[config.mk]
export PLATFORM = sky130hd
export DESIGN_NAME = bit_serial_add_ctrl
export DESIGN_NICKNAME = d
export VERILOG_FILES = /design/src/rtl/bsa_pkg.sv /design/src/rtl/one_full_adder.sv /design/src/rtl/bit_serial_add_ctrl.sv
export SDC_FILE = /design/constraint.sdc
export NUM_CORES = 1
export LEC_CHECK = 0
export ABC_AREA = 1
export ABC_CLOCK_PERIOD_IN_PS = 1600
export BUFFER_PORTS_ARGS = -buffer_cell sky130_fd_sc_hd__buf_2
export CAP_MARGIN = 20
export CORE_ASPECT_RATIO = 2
export CORE_MARGIN = 5
export CORE_UTILIZATION = 24
export CTS_BUF_LIST = sky130_fd_sc_hd__clkbuf_4 sky130_fd_sc_hd__clkbuf_8
export CTS_CLUSTER_DIAMETER = 40
export DETAILED_ROUTE_END_ITERATION = 10
export PLACE_DENSITY_LB_ADDON = 0.05
export SYNTH_ARGS = -nofsm -noshare
export SYNTH_HDL_FRONTEND = slang
export SYNTH_HIERARCHICAL = 1
export SYNTH_SLANG_ARGS = --single-unit
[constraint.sdc]
create_clock -name clk -period 1.6 [get_ports clk]
set_clock_uncertainty 0.2 [all_clocks]
set_input_delay 0.16 -clock clk [delete_from_list [all_inputs] [get_ports clk]]
set_output_delay 0.16 -clock clk [all_outputs]
set_load 0.02 [all_outputs]
[src/rtl/bsa_pkg.sv]
// Shared definitions for the bit-serial adder sequencer: FSM state encoding
// and the default operand width.
package bsa_pkg;

   typedef enum logic [1:0] {
      IDLE = 2'd0,
      RUN  = 2'd1,
      DONE = 2'd2
   } state_t;

   localparam int BSA_DEFAULT_WIDTH = 8;

endpackage

[src/rtl/one_full_adder.sv]
// Gate-level one-bit full adder cell, time-shared by the bit-serial sequencer.
module one_full_adder (
   input  logic A,
   input  logic B,
   input  logic Carry_in,
   output logic Sum,
   output logic Carry_out
);

   assign Sum       = A ^ B ^ Carry_in;
   assign Carry_out = (A & B) | (Carry_in & (A ^ B));

endmodule

[src/rtl/bit_serial_add_ctrl.sv]
// Bit-serial WIDTH-bit adder built around a single full-adder cell, LSB first.
// Define BSA_OVF_EN to add the registered signed-overflow output out_ovf.
module bit_serial_add_ctrl
   import bsa_pkg::*;
#(
   parameter int WIDTH = BSA_DEFAULT_WIDTH
) (
   input  logic             clk,
   input  logic             rst,
   input  logic             in_valid,
   output logic             in_ready,
   input  logic [WIDTH-1:0] in_a,
   input  logic [WIDTH-1:0] in_b,
   input  logic             in_cin,
   output logic             out_valid,
   input  logic             out_ready,
   output logic [WIDTH-1:0] out_sum,
   output logic             out_cout,
`ifdef BSA_OVF_EN
   output logic             out_ovf,
`endif
   output logic             busy
);

   localparam int CNT_W = $clog2(WIDTH);
   localparam logic [CNT_W-1:0] LAST_BIT = CNT_W'(WIDTH - 1);

   state_t           state;
   logic [WIDTH-1:0] aSh;
   logic [WIDTH-1:0] bSh;
   logic [WIDTH-1:0] sSh;
   logic             carry;
   logic [CNT_W-1:0] cnt;
   logic             cellSum;
   logic             cellCout;

   one_full_adder u_cell (
      .A         (aSh[0]),
      .B         (bSh[0]),
      .Carry_in  (carry),
      .Sum       (cellSum),
      .Carry_out (cellCout)
   );

   // The sum and carry registers double as the result outputs; they only
   // move during RUN or on a new accept, so they are stable throughout DONE.
   assign out_sum  = sSh;
   assign out_cout = carry;

   // Sequencer: accept in IDLE, one adder-cell step per RUN cycle, then hold
   // the result in DONE until the consumer takes it.
   always_ff @(posedge clk) begin
      if (rst) begin
         state     <= IDLE;
         in_ready  <= 1'b0;
         out_valid <= 1'b0;
         busy      <= 1'b0;
         aSh       <= '0;
         bSh       <= '0;
         sSh       <= '0;
         carry     <= 1'b0;
         cnt       <= '0;
`ifdef BSA_OVF_EN
         out_ovf   <= 1'b0;
`endif
      end else begin
         case (state)
            IDLE: begin
               if (in_valid && in_ready) begin
                  aSh      <= in_a;
                  bSh      <= in_b;
                  carry    <= in_cin;
                  cnt      <= '0;
                  in_ready <= 1'b0;
                  busy     <= 1'b1;
                  state    <= RUN;
               end else begin
                  in_ready <= 1'b1;
               end
            end
            RUN: begin
               carry <= cellCout;
               sSh   <= {cellSum, sSh[WIDTH-1:1]};
               aSh   <= aSh >> 1;
               bSh   <= bSh >> 1;
               cnt   <= cnt + CNT_W'(1);
               if (cnt == LAST_BIT) begin
`ifdef BSA_OVF_EN
                  // carry still holds the carry into the MSB on this step
                  out_ovf <= carry ^ cellCout;
`endif
                  out_valid <= 1'b1;
                  state     <= DONE;
               end
            end
            DONE: begin
               if (out_ready) begin
                  out_valid <= 1'b0;
                  busy      <= 1'b0;
                  in_ready  <= 1'b1;
                  state     <= IDLE;
               end
            end
            default: begin
               state <= IDLE;
            end
         endcase
      end
   end

endmodule

* Word level (Yosys, flattened, before mapping)
Index checks and enable logic that the tools add are counted.
** Storage, ports and cells
- Memory bits (read-only) :: 0
- RAM bits :: 0
- Memories kept :: 0
- Register bits :: 33
- Logic and storage cells :: 51
- Input bits :: 21
- Bits in latches :: 0
** Cells by class
- Shift operators :: 0
- Div/mod/pow operators :: 0
- Mux-type cells :: 20
- Add/sub/neg operators :: 1
- Multipliers :: 0
- Reductions and logical operators :: 10
- Eq/ne operators :: 6
- $lt $le $gt $ge :: 0
- Bitwise logic cells :: 5
** Operator list (number)
- one-hot mux 8 bit (2 select lines) :: 2
- 2-to-1 mux 8 bit :: 2
- AND reduction 3 bit :: 3
- one-hot mux 1 bit (2 select lines) :: 4
- 2-to-1 mux 1 bit :: 6
- 2-to-1 mux 2 bit :: 3
- != test 2 bit (second input constant) :: 3
- one-hot mux 2 bit (3 select lines) :: 1
- one-hot mux 3 bit (2 select lines) :: 1
- nonzero test 2 bit :: 3
- AND reduction 2 bit :: 2
- adder 3 x 1 -> 3 bit (second input constant) :: 1
- equality test 3 bit (second input constant) :: 1
- 2-to-1 mux 3 bit :: 1
- AND 1 bit :: 2
- equality test 2 x 1 -> 1 bit (second input constant) :: 1
- equality test 2 bit (second input constant) :: 1
- logical NOT 2 bit :: 1
- XOR 1 bit :: 2
- logical AND 1 bit :: 1
- OR 1 bit :: 1

* Longest topological paths before layout
Gate-level depths: netlist (run 1).
- Word-level depth :: 4
- Gate-level depth with buffers :: 8

* Modules after synthesis
Netlist (run 1), hierarchy kept.
** By module, submodules not included
- bit_serial_add_ctrl :: area each 1582.8 um^2, seq. area each 660.6 um^2, instances 1, cells an instance 234
- one_full_adder :: area each 20.0 um^2, seq. area each 0.0 um^2, instances 1, cells an instance 1

* Worst setup path before layout (run 1)
OpenSTA, ideal clock, no wires.
- Path type :: register to register
- Start :: register carry, in the netlist out_cout
- End :: register sSh[7], in the netlist out_sum[7]
- Setup time :: 0.116 ns
- Path slack :: 0.196 ns
- Buffers on the path :: 0
- Arrival time :: 1.088 ns
- Stages on the path, launching flop included :: 4
- Path through :: dfxtp_1 -> fa_1 -> o21ai_0 -> nor2_1
** Between the ends
- Word-level cells in the longest chain between the ends :: 1
** RTL lines
- start, declared :: RTL line bit_serial_add_ctrl.sv:32 : logic carry;
- start signal, assigned :: RTL line bit_serial_add_ctrl.sv:72 : carry <= in_cin;
- start signal, assigned :: RTL line bit_serial_add_ctrl.sv:82 : carry <= cellCout;
- XOR 1 bit :: RTL line one_full_adder.sv:10 : assign Sum = A ^ B ^ Carry_in;
- net cellSum :: RTL line bit_serial_add_ctrl.sv:34 : logic cellSum;
- end signal, assigned :: RTL line bit_serial_add_ctrl.sv:83 : sSh <= {cellSum, sSh[WIDTH-1:1]};
- end, declared :: RTL line bit_serial_add_ctrl.sv:31 : logic [WIDTH-1:0] sSh;
The timed path passes the listed nets, and every way through them passes these cells.
A chain may end at the register's enable or synchronous reset.

* Worst setup path after layout (run 1)
- Start :: register state[0]
- End :: register state[0]
** Between the ends
- Word-level cells in the longest chain between the ends :: 3
- Elaborated cells between the ends (all ways) :: 8
- Classes of those cells :: eq/ne: 5; mux: 1; reduce/logical: 2
** RTL lines
- start, declared :: RTL line bit_serial_add_ctrl.sv:28 : state_t state;
- start signal, assigned :: RTL line bit_serial_add_ctrl.sv:54 : state <= IDLE;
- start signal, assigned :: RTL line bit_serial_add_ctrl.sv:76 : state <= RUN;
- start signal, assigned :: RTL line bit_serial_add_ctrl.sv:93 : state <= DONE;
- equality test 2 x 1 -> 1 bit (tied with other cells) :: RTL line bit_serial_add_ctrl.sv:67 : case (state)
- != test 2 bit (no line)
- AND reduction 3 bit (no line)
Parallel ways exist; a longest one is shown, timed or not.

==> summary.md, run 1 <==
| Metric | Value |
|---|---|
| Global route overflow | 0 |
| Initial antenna violation count | 0 |
| Synth unique cells | 20 |
| Setup WS pre-CTS | 164 ps |
| Synth area leaders | dfxtp_1, nand2_1, nor2_1 |
| Setup TNS | 0 ps |
| Worst reg2reg setup slack | 150 ps |
| Unrepaired setup endpoints after global routing | false |
| CTS max path bufs | 2 |
| TritonCTS buffer count | 5 |
| LEAKAGE | 1.03 nW |
| Worst-Margin Slew | 334 ps |
| Max transition margin | 0.777 |
| First-pass GRT wire length | 7470 um |
| Yosys warning count | 6 |
| Drt wl/cell | 11.7 um |
| Fillers | 734 |
| Clk sink count | 33 |
| RR Startpoint | state[0] |
| Register area share after synthesis | 0.412 |
| Max-cap check violation count | 0 |
| Via count of the first global-routing pass | 1576 |
| Multi-input gate area | 747 um^2 |
| Worst-skew pair later-pin latency | 290 ps |
| Critical path type | reg2reg |
| Critical path arrival | 1480 ps |
| Diode count | 0 |
| Share of the synthesized area in the top cell type | 0.412 |
| Die W | 67.8 um |
| RePlAce Congestion | 0.699 |
| Layout cells sized above 1 | 0.186 |
| CTS root buf | clkbuf_8 |
| Clock slew at reported path FFs | 70 ps |
| Crit path max fanout | 28 |
| Largest net degree at the start of global routing | 32 |
| Post-synthesis register bit count | 33 |
| Post-Syn Instances | 235 |
| Synthesis-to-layout area growth | 28.1% |
| Fin. Hold Viols | 0 |
| # rows | 42 |
| PD cells | 965 mW/mm^2 |
| Die area | 0.00851 mm^2 |
| 1st-pass router iterations | 4 |
| Core Area | 0.00657 mm^2 |
| Final setup fails | 0 |
| Maximum vdd drop | 0.000470 V |
| Status | finished, final reports clean |
| Period utilization | 0.907 |
| Hold Path Class | in2reg |
| Hold path startpoint | in_a[1] |
| DRC | 0 |
| CTS H-tree depth | 2 |
| Syn_area_per_cell | 6.82 um^2 |
| Yosys top cell by area | dfxtp_1 |
| TritonCTS clock tree | yes |
| Total track usage | 0.118 |
| Setup crit start kind | register |
| PnR worst setup slack | 149 ps |
| Minimum clock period | 1450 ps |
| Dpl hpwl | 3010 um |
| Final WL | 4370 um |
| Crit path from | state[0] |
| Initial cell density of the core | 0.244 |
| Total number of vias | 1519 |
| # IOs | 33 |
| Post-layout net count | 308 |
| Syn nets | 259 |
| I/O Buffers | 32 |
| Worst EP required | 1630 ps |
| Drt via density | 4.07 |
| Count of pins over their slew limit | 0 |
| Fmax | 0.689 GHz |
| Initial DRC count | 62 |
| Synth Cell Area | 0.00160 mm^2 |
| Die height | 126 um |
| Post-route ant nets | 0 |
| FF/Latch Area | 661 um^2 |
| Worst setup EP type | register |
synth_stat cells:
cell type  instances
clkbuf_4           1
buf_2              2
nor2_4             1
fa_1               1
or2_2              1
nand2_1           70
inv_1             19
buf_6              5
ha_1               2
buf_8              1
buf_4              3
nand2_4            2
nor3_1             1
o21ai_0            9
a21oi_1            9
nand3_1           22
dfxtp_1           33
nor2_1            50
inv_4              2
nand2_2            1
flip-flops by register name (all words and copies together), names as in the netlist:
| signal | cells |
|---|---|
| out_valid | 1 |
| state | 2 |
| aSh | 8 |
| out_sum | 8 |
| in_ready | 1 |
| bSh | 8 |
| out_cout | 1 |
| busy | 1 |
| cnt | 3 |
cell usage in the layout, fill, tap and decap left out:
| cell | netlist | layout |
|---|---|---|
| nand2_2 | 1 | 1 |
| nor2_4 | 1 | 1 |
| o21ai_0 | 9 | 9 |
| nor2_1 | 50 | 50 |
| inv_1 | 19 | 19 |
| dlygate4sd3_1 | 0 | 16 |
| nand3_1 | 22 | 22 |
| fa_1 | 1 | 1 |
| clkbuf_4 | 1 | 1 |
| inv_4 | 2 | 2 |
| nand2_4 | 2 | 2 |
| a21oi_1 | 9 | 9 |
| buf_2 | 2 | 32 |
| clkinv_2 | 0 | 2 |
| or2_2 | 1 | 1 |
| clkbuf_8 | 0 | 5 |
| nand2_1 | 70 | 70 |
| dfxtp_1 | 33 | 33 |
| buf_4 | 3 | 6 |
| nor3_1 | 1 | 1 |
| ha_1 | 2 | 2 |
area by class of cell:
cell class                      count  share of cell area
Timing Repair Buffer               54               0.178
Tap cell                           88              0.0536
Multi-Input combinational cell    169               0.364
Clock buffer                        6              0.0372
Inverter                           21              0.0408
Sequential cell                    33               0.322
Clock inverter                      2             0.00488
final timing paths:
path,endpoint,cells past startpoint
worst min-delay path,aSh[1],5
worst max-delay path,state[0],3
worst min register to register,cnt[0],1
worst max register to register,state[0],3
kinds of logic (layout without fill, tap and decap cells):
group           after synthesis  after routing  synth area share
compound gates               18             18            0.0562
fa+ha+maj                     3              3            0.0281
buf+inv                      33             83             0.122
flops                        33             33             0.412
simple gates                148            148             0.382
what timing repair did:
item	4_1_cts	5_1_grt
endpoints found under the hold margin	20	0
setup buffers	0	0
resized for setup	0	0
hold buffers	16	0
worst max-delay path, cell delays in order, from the launching register on:
cell and delay [ps]:
dfxtp_1 480, nand2_4 240, or2_2 350, a21oi_1 120
per-stage QoR:
| stage | area (um^2) | util | hold WS [ps] | total power [W] | cells |
|---|---|---|---|---|---|
| final | 2050 | 0.313 | 13.1 | 0.00198 | 373 |
| after global routing | 2050 | 0.313 | 26.2 | 0.00212 | 373 |
| after CTS | 2050 | 0.313 | 0.393 | 0.00204 | 373 |
| after detailed placement | 1810 | 0.275 | 250 | 0.00133 | 349 |
| after global placement | 1810 | 0.275 | 249 | 0.00133 | 349 |
| after floorplan | 1600 | - | 125 | 0.00124 | 235 |
power by group:
part | internal [W] | switching (W) | leakage [nW]
Sequential | 0.000893 | 0.0000464 | 0.271
Combinational | 0.000158 | 0.000233 | 0.713
Clock | 0.000319 | 0.000332 | 0.0484
Total | 0.00137 | 0.000611 | 1.03
per-layer routing:
| layer | global-route usage | vias up | share of wire |
|---|---|---|---|
| met5 | 0 | - | 0 |
| met4 | 0.0668 | 0 | 0.028 |
| met3 | 0.0296 | 7 | 0.034 |
| met2 | 0.204 | 26 | 0.52 |
| met1 | 0.125 | 668 | 0.41 |
| li1 | - | 818 | - |
Note: power is estimated with default switching activity, not from simulation.
==> run 2: changes to the inputs <==
--- a/config.mk
+++ b/config.mk
@@ -5,7 +5,6 @@
 export SDC_FILE = /design/constraint.sdc
 export NUM_CORES = 1
 export LEC_CHECK = 0
-export ABC_AREA = 1
 export ABC_CLOCK_PERIOD_IN_PS = 1600
 export BUFFER_PORTS_ARGS = -buffer_cell sky130_fd_sc_hd__buf_2
 export CAP_MARGIN = 20
==> summary.md, run 2 <==
| Metric | Value |
|---|---|
| Count of pins over their slew limit | 0 |
| Total track usage | 0.0994 |
| Diode count | 0 |
| Maximum vdd drop | 0.000582 V |
| Overall Power | 0.00198 W |
| RePlAce Congestion | 0.636 |
| Cell area after layout | 0.00210 mm^2 |
| Global route overflow | 0 |
| Worst-skew pair later-pin latency | 280 ps |
| Worst-Margin Slew | 301 ps |
| Critical path arrival | 1540 ps |
| Endpoint, Worst Hold | bSh[1] |
| RR Startpoint | state[1] |
| Critical path type | reg2reg |
| Period utilization | 0.982 |
| Number of flops mapped to enable cells by yosys | 0 |
| I/O Buffers | 32 |
| Yosys warning count | 6 |
| Worst EP required | 1570 ps |
| Synth Cell Area | 0.00161 mm^2 |
| # IOs | 33 |
| Die W | 67.9 um |
| Initial antenna violation count | 0 |
| Minimum clock period | 1570 ps |
| Final Instance Count excl. Fillers | 292 |
| CTS root buf | clkbuf_8 |
| Commonest cells in the netlist | dfxtp_1, nand2_1, a21oi_1 |
| Crit path max fanout | 6 |
| Crit path largest cell delay | 330 ps |
| Die height | 126 um |
| Crit-path slowest cell | dfxtp_2 |
| Most common cell after layout, fill and taps aside | buf_2 |
| Synthesis-to-layout area growth | 30.2% |
| Top-count cell post-synth | dfxtp_1 |
| CTS H-tree depth | 2 |
| Final setup fails | 0 |
| Top delay family on crit path | flip-flops |
| Layout cells sized above 1 | 0.397 |
| Register area share after synthesis | 0.410 |
| Clk sink count | 33 |
| Clock slew at reported path FFs | 70 ps |
| DR WL met3 | 167 um |
| Worst setup EP type | register |
| Synth Flop Type | dfxtp_1 |
| Largest net degree at the start of global routing | 34 |
| Most frequent cells in the layout | buf_2, dfxtp_1, nand2_1 |
| Fraction of registers with async set/reset | 0 |
| Drt wl/cell | 13.5 um |
| Setup TNS | 0 ps |
| Status | finished, final reports clean |
| WL met1 | 1550 um |
| Setup crit start kind | register |
| Hold Path Class | in2reg |
| Syn nets | 188 |
| Initial cell density of the core | 0.245 |
| Drt via density | 4.55 |
| Min Hold Slack | 34.5 ps |
| Post-route ant nets | 0 |
| Core Area | 0.00657 mm^2 |
| WHS Path Cells | 3 |
| Total number of vias | 1329 |
| Worst Path Buf+Inv | 1 |
| Placed cell areas | 0.00192 mm^2 |
| Syn_area_per_cell | 9.83 um^2 |
| Top layer used by detailed routing | met4 |
| Unrepaired setup endpoints after global routing | true |
| First-pass GRT wire length | 6470 um |
| 1st-pass router iterations | 4 |
| Worst reg2reg setup slack | 30 ps |
| PD cells | 942 mW/mm^2 |
| Synth unique cells | 25 |
| Met2 Routed Length | 2140 um |
| Yosys top cell by area | dfxtp_1 |
| Critical-path cell list | nand2b_4 -> clkbuf_16 -> mux2_4 -> o311a_1 |
| Fmax | 0.636 GHz |
| Worst reg2reg path endpoint | bSh[2] |
| Initial DRC count | 55 |
| Post-synthesis register bit count | 33 |
| Hold path startpoint | in_b[1] |
| LEAKAGE | 0.923 nW |
| Synth area leaders | dfxtp_1, mux2_4, o311a_1 |
| DRC | 0 |
| Die area | 0.00855 mm^2 |
| TritonCTS buffer count | 5 |
| Post-layout net count | 228 |
| TritonCTS clock tree | yes |
| CTS max path bufs | 2 |
| Max-cap check violation count | 0 |
| Fin. Hold Viols | 0 |
| Share of the synthesized area in the top cell type | 0.410 |
| Worst reg2reg path depth | 4 |
| # rows | 42 |
| Post-Syn Instances | 164 |
| Cell count after placement | 280 |
| Via count of the first global-routing pass | 1411 |
| Dpl hpwl | 2780 um |
| Final WL | 3950 um |
| Max transition margin | 0.799 |
run 2: changes by cell type after synthesis, moves of 15 or more:
cell	before	now
o311a_1	0	15
nor2_1	50	2
nand2_1	70	23
inv_1	19	4
o21bai_1	0	16
nand3_1	22	2
run 2: worst max path at each step:
stage | from | endpoint | slack, ps | depth (start not counted)
after floorplan | state[1] | aSh[3] | -80 | 6
after global placement | aSh[0] | out_cout | 5 | 3
after detailed placement | aSh[0] | out_cout | -20 | 3
after CTS | state[0] | out_cout | 4 | 4
after global routing | aSh[0] | out_cout | -6 | 3
final | state[1] | bSh[2] | 30 | 4
run 2: per-layer routing:
layer | GRT usage | vias up
li1 | - | 671
met1 | 0.104 | 623
met2 | 0.176 | 28
met3 | 0.0285 | 7
met4 | 0.0434 | 0
met5 | 0 | -
run 2: stage by stage:
step,util,setup WS [ps]
final,0.319,28.9
after global routing,0.319,-6.36
after CTS,0.308,4.10
after detailed placement,0.292,-15.2
after global placement,0.292,4.82
after floorplan,-,-75.0
run 2: kinds of logic after synthesis:
kind of cell	share of synthesized area
AND/OR/NAND/NOR	0.116
adder cells (fa/ha/maj)	0.0279
AO/OA/AOI/OAI	0.244
multiplexers	0.133
buffers and inverters	0.0691
flip-flops	0.410
run 2: repair_timing:
item	CTS	global route
endpoints found under the hold margin	1	0
gates resized for setup	2	4
setup endpoints to repair	1	22
setup buffers	0	2
pin swaps	0	2
gates cloned	0	2
hold buffers	1	0
run 2: tightest hold or removal path: stages:
cell and delay, ps:
buf_2 70, mux2_4 120, o311a_1 130
run 2: power by group:
part / switching [W] / total (W) / internal [W] / leakage (nW)
registers: 0.0000359 / 0.000920 / 0.000884 / 0.272
clock network: 0.000298 / 0.000657 / 0.000358 / 0.0477
logic: 0.000172 / 0.000401 / 0.000229 / 0.603
total: 0.000506 / 0.00198 / 0.00147 / 0.923
run 2: cell type report:
class / instances / area, um^2
flip-flops and latches: 33 / 666
fillers: 703 / 4470
well taps: 88 / 110
multi-input cells: 111 / 855
inverters: 4 / 15.0
clock buffers: 7 / 90.1
repair buffers: 49 / 363
